[src/rtl/pipeline_mem_wb.sv]
// MEM/WB pipeline register built as a two-entry skid buffer. in_ready is registered
// and depends only on skid occupancy; the main entry feeds WB and the forwarding taps.
module pipeline_mem_wb #(
  parameter int DATA_W = 8,
  parameter int RA_W   = 2
) (
  input  logic              clk,
  input  logic              rst,
  input  logic              flush,
  input  logic              in_valid,
  output logic              in_ready,
  input  logic [DATA_W-1:0] DM,
  input  logic [DATA_W-1:0] ALU_ea,
  input  logic [RA_W-1:0]   ra,
  input  logic              wb_wb_sel,
  input  logic              wb_data_sel,
  input  logic              wb_reg_en,
  output logic              out_valid,
  input  logic              out_ready,
  output logic [DATA_W-1:0] DM_out,
  output logic [DATA_W-1:0] ALU_ea_out,
  output logic [RA_W-1:0]   ra_out,
  output logic              wb_wb_sel_out,
  output logic              wb_data_sel_out,
  output logic              wb_reg_en_out,
  output logic              fwd_hit,
  output logic [RA_W-1:0]   fwd_ra,
  output logic [DATA_W-1:0] fwd_data,
  output logic [1:0]        occupancy
);

  function automatic logic [DATA_W-1:0] pick_wb_data(
    input logic              data_sel,
    input logic [DATA_W-1:0] dm_val,
    input logic [DATA_W-1:0] alu_val
  );
    return data_sel ? dm_val : alu_val;
  endfunction

  function automatic logic [1:0] count_valid(input logic a, input logic b);
    return {1'b0, a} + {1'b0, b};
  endfunction

  // Skid entry (p0): holds the entry accepted while the main entry is stalled
  logic              vld_p0;
  logic [DATA_W-1:0] dm_p0;
  logic [DATA_W-1:0] alu_p0;
  logic [RA_W-1:0]   ra_p0;
  logic              wb_sel_p0;
  logic              data_sel_p0;
  logic              reg_en_p0;

  // Main entry (p1): drives every output towards WB
  logic              vld_p1;
  logic [DATA_W-1:0] dm_p1;
  logic [DATA_W-1:0] alu_p1;
  logic [RA_W-1:0]   ra_p1;
  logic              wb_sel_p1;
  logic              data_sel_p1;
  logic              reg_en_p1;

  logic              in_ready_q;
  logic              accept;
  logic              drain;
  logic              load_m_in;
  logic              load_m_skid;
  logic              load_s;
  logic              vld_p0_nxt;
  logic              vld_p1_nxt;

  assign accept = in_valid & in_ready_q;
  assign drain  = vld_p1 & out_ready;

  always_comb begin
    load_m_in   = 1'b0;
    load_m_skid = 1'b0;
    load_s      = 1'b0;
    vld_p0_nxt  = vld_p0;
    vld_p1_nxt  = vld_p1;
    if (flush) begin
      vld_p0_nxt = 1'b0;
      vld_p1_nxt = 1'b0;
    end else if (vld_p0) begin
      // in_ready is low here, so no accept can compete with the skid refill
      if (drain) begin
        load_m_skid = 1'b1;
        vld_p0_nxt  = 1'b0;
      end
    end else if (!vld_p1 || drain) begin
      if (accept) begin
        load_m_in  = 1'b1;
        vld_p1_nxt = 1'b1;
      end else begin
        vld_p1_nxt = 1'b0;
      end
    end else if (accept) begin
      load_s     = 1'b1;
      vld_p0_nxt = 1'b1;
    end
  end

  always_ff @(posedge clk or posedge rst) begin
    if (rst) begin
      in_ready_q  <= 1'b1;
      vld_p0      <= 1'b0;
      dm_p0       <= '0;
      alu_p0      <= '0;
      ra_p0       <= '0;
      wb_sel_p0   <= 1'b0;
      data_sel_p0 <= 1'b0;
      reg_en_p0   <= 1'b0;
      vld_p1      <= 1'b0;
      dm_p1       <= '0;
      alu_p1      <= '0;
      ra_p1       <= '0;
      wb_sel_p1   <= 1'b0;
      data_sel_p1 <= 1'b0;
      reg_en_p1   <= 1'b0;
    end else begin
      vld_p0     <= vld_p0_nxt;
      vld_p1     <= vld_p1_nxt;
      in_ready_q <= ~vld_p0_nxt;
      if (load_s) begin
        dm_p0       <= DM;
        alu_p0      <= ALU_ea;
        ra_p0       <= ra;
        wb_sel_p0   <= wb_wb_sel;
        data_sel_p0 <= wb_data_sel;
        reg_en_p0   <= wb_reg_en;
      end
      if (load_m_in) begin
        dm_p1       <= DM;
        alu_p1      <= ALU_ea;
        ra_p1       <= ra;
        wb_sel_p1   <= wb_wb_sel;
        data_sel_p1 <= wb_data_sel;
        reg_en_p1   <= wb_reg_en;
      end else if (load_m_skid) begin
        dm_p1       <= dm_p0;
        alu_p1      <= alu_p0;
        ra_p1       <= ra_p0;
        wb_sel_p1   <= wb_sel_p0;
        data_sel_p1 <= data_sel_p0;
        reg_en_p1   <= reg_en_p0;
      end
    end
  end

  // Output and forwarding taps: combinational from the main entry only
  assign in_ready        = in_ready_q;
  assign out_valid       = vld_p1;
  assign DM_out          = dm_p1;
  assign ALU_ea_out      = alu_p1;
  assign ra_out          = ra_p1;
  assign wb_wb_sel_out   = wb_sel_p1;
  assign wb_data_sel_out = data_sel_p1;
  assign wb_reg_en_out   = reg_en_p1 & vld_p1;
  assign fwd_hit         = reg_en_p1 & vld_p1;
  assign fwd_ra          = ra_p1;
  assign fwd_data        = pick_wb_data(data_sel_p1, dm_p1, alu_p1);
  assign occupancy       = count_valid(vld_p1, vld_p0);

endmodule

[config.mk]
export PLATFORM = sky130hd
export DESIGN_NAME = pipeline_mem_wb
export DESIGN_NICKNAME = d
export VERILOG_FILES = /design/src/rtl/pipeline_mem_wb.sv
export SDC_FILE = /design/constraint.sdc
export NUM_CORES = 1
export LEC_CHECK = 0
export CORE_UTILIZATION = 51
export CTS_CLUSTER_SIZE = 16
export DETAILED_ROUTE_END_ITERATION = 10
export GPL_TIMING_DRIVEN = 0
export PLACE_DENSITY = 0.85
export SLEW_MARGIN = 0
export SYNTH_ARGS = -nofsm -noshare
export SYNTH_HDL_FRONTEND = slang
export SYNTH_SLANG_ARGS = --single-unit
[constraint.sdc]
create_clock -name clk -period 4 [get_ports clk]
set_input_delay 0.6 -clock clk [delete_from_list [all_inputs] [get_ports clk]]
set_output_delay 0.6 -clock clk [all_outputs]
set_load 0.005 [all_outputs]
==> metrics.yaml <==
crit_required_ps: 3400
vias_per_cell: 5.508
r2r_start: "in_ready"
crit_type: "reg2out"
path_cells: "clkbuf_1 > mux2_2 > clkdlybuf4s50_1"
ctsResizeCount: 0
synth_area_sq_um: 2138
nNetsFinal: 240
drt-pass1-iter-count: 4
dp_hpwl_microns: 3388
yosysSeqAreaShare: 0.5272
grt_pass1_wl_microns: 7610
syn_area_per_cell_sq_um: 14.75
synth.distinct_cells: 27
syn2layout_area_growth_pct: 35.34
clock_path_buffers: 2
multi_input_area_sq_um: 892.1
cts_tree: "built"
holdCritPathClass: "reg2reg"
fin_hold_ws_ps: 505.9
skew_ps: 7.843
gp_congestion: 0.8279
p_leak_nw: 1.245
max_stage_delay_ps: 500
core_area_sq_um: 4000
status: "complete, no violations"
crit_path_top_delay_cell: "clkbuf_1"
antenna_found_initial: 0
fin_setup_tns_ps: 0
row_count: 23
drc_errors: 0
wl_per_cell_microns: 18.26
grt_overflow: 0
hold_violations: 0
io_buffer_count: 61
drt_iter0_drc: 75
final-seq-area_sq_um: 1127
clock_sinks: 45
postLayoutCellArea_sq_um: 2894
ys_ff_latch: 45
maxCapViolCount: 0
layout_worst_path_cycle_share: 0.6563
worstMarginPinSlew_ps: 905.6
num_vias: 1454
fillers: 267
n_antenna_cell: 0
cts_setup_buffers: 0
clock_latency_ps: 310
ys_warn_count: 0
critPathLaunchType: "register"
ir_drop_mv: 0.2957
relSlewSlack: 0.3954
syn_nets: 172
crit_start: "wb_data_sel_out"
netlist_instances: 145
grt_pass1_vias: 1512
path_max_fanout: 9
power.density_nw_per_um2: 499.4
rsz0062_at_grt: "false"
pin_count: 62
cp_data_arrival_time_ps: 2030
antenna_left: 0
cts_root_buffer: "clkbuf_8"
max_freq_ghz: 0.3809
routed_wirelength_microns: 4821
grtUsageTotal: 0.2450
place_area_sq_um: 2811
die_x_microns: 66.75
end_kind: "output pin"
die_area_sq_um: 4456
start_util: 0.5346
setup_violations: 0
min_from: "dm_p0[5]"
clkTransAtPathRegs_ps: 90
grt_start_max_net_pins: 46
slew_violations: 0
hold_buffers: 0
htreeDepth: 2
fin_crit_ps: 2625
final_layout_size_suffix_gt1_frac: 0.3458
cts_buffers: 5
die_y_microns: 66.75
==> report_power, final <==
group / switching, mW / total, mW / internal, mW
logic: 0.140 / 0.496 / 0.356
registers: 0.0873 / 0.674 / 0.586
clock network: 0.154 / 0.275 / 0.121
total: 0.382 / 1.45 / 1.06
==> worst max-delay path: cells and delay by family (launching register included) <==
family / cells / cell delay [ps]
multiplexers: 1 / 420
flip-flops: 1 / 350
buffers and inverters: 2 / 950
==> metal layers <==
| layer | vias up | GRT usage | wire (microns) |
|---|---|---|---|
| li1 | 665 | - | - |
| met1 | 734 | 0.3192 | 2059 |
| met2 | 44 | 0.3699 | 2414 |
| met3 | 11 | 0.07705 | 248 |
| met4 | 0 | 0.1117 | 99 |
| met5 | - | 0 | 0 |
==> worst paths after layout <==
check | slack (ps) | endpoint | cells after the start
worst min register to register | 510 | dm_p0[5] | 1
worst max register to register | 2330 | wb_wb_sel_out | 5
max in group asynchronous | 2630 | dm_p0[2] | 2
worst max-delay path | 1370 | fwd_data[0] | 3
min in group asynchronous | 810 | alu_p0[7] | 2
worst min-delay path | 510 | dm_p0[5] | 1
==> metrics by stage <==
step | util | total power, mW | setup slack [ps] | instances
3_3_place_gp | 0.7028 | 1.151 | 1547 | 256
4_1_cts | 0.7235 | 1.458 | 1356 | 264
2_1_floorplan | - | 0.9083 | 2331 | 145
6_report | 0.7235 | 1.445 | 1375 | 264
3_5_place_dp | 0.7028 | 1.177 | 1725 | 256
5_1_grt | 0.7235 | 1.527 | 1273 | 264
==> state kept, by name, indices dropped and copies added, names as in the netlist <==
register         flops
vld_p0               1
ra_p0                2
DM_out               8
ALU_ea_out           8
alu_p0               8
data_sel_p0          1
out_valid            1
dm_p0                8
reg_en_p1            1
fwd_ra               2
in_ready             1
wb_wb_sel_out        1
wb_data_sel_out      1
reg_en_p0            1
wb_sel_p0            1
==> synthesized netlist by cell type, drive strengths merged <==
master / n / area share
nor2b: 1 / 0.0029
o21ai: 1 / 0.0023
o221a: 20 / 0.11
a211o: 1 / 0.0041
dfrtp: 44 / 0.51
a211oi: 1 / 0.0035
dfstp: 1 / 0.012
and2b: 1 / 0.0041
ha: 1 / 0.0059
inv: 2 / 0.0035
mux2: 31 / 0.20
a31oi: 1 / 0.0029
or3: 2 / 0.0082
buf: 10 / 0.047
nand4b: 1 / 0.0041
or2: 20 / 0.059
nand2b: 1 / 0.0029
and2: 1 / 0.0029
clkbuf: 3 / 0.0053
nand3b: 1 / 0.0094
nand2: 1 / 0.0018
==> placed cells by master (no fill, tap or decap), types with 2 or more instances in the layout <==
| master | Yosys | layout |
|---|---|---|
| clkbuf_8 | 0 | 5 |
| buf_6 | 2 | 2 |
| mux2_2 | 11 | 11 |
| or2_2 | 20 | 20 |
| buf_12 | 2 | 2 |
| mux2_4 | 20 | 20 |
| buf_4 | 3 | 3 |
| clkinv_2 | 0 | 2 |
| dfrtp_1 | 44 | 44 |
| buf_2 | 3 | 3 |
| clkdlybuf4s50_1 | 0 | 61 |
| clkbuf_1 | 3 | 4 |
| o221a_1 | 19 | 19 |
==> final cells by class <==
cell class | count | area share
clock inverters | 2 | 0.003459
well taps | 50 | 0.02162
clock buffers | 6 | 0.02508
plain buffers | 13 | 0.03848
inverters | 2 | 0.002594
flip-flops and latches | 45 | 0.3895
repair buffers | 61 | 0.2110
multi-input cells | 85 | 0.3083
==> logic make-up (layout without fill, tap and decap cells) <==
group,after synthesis,count (layout),synth area share
AOI/OAI and AO/OA,24,24,0.1182
adders and majority gates,1,1,0.005850
buffers and inverters,15,84,0.05559
DFF,45,45,0.5272
muxes,31,31,0.1984
and+or+nand+nor,29,29,0.09480
Power figures use the tool's default switching activity.
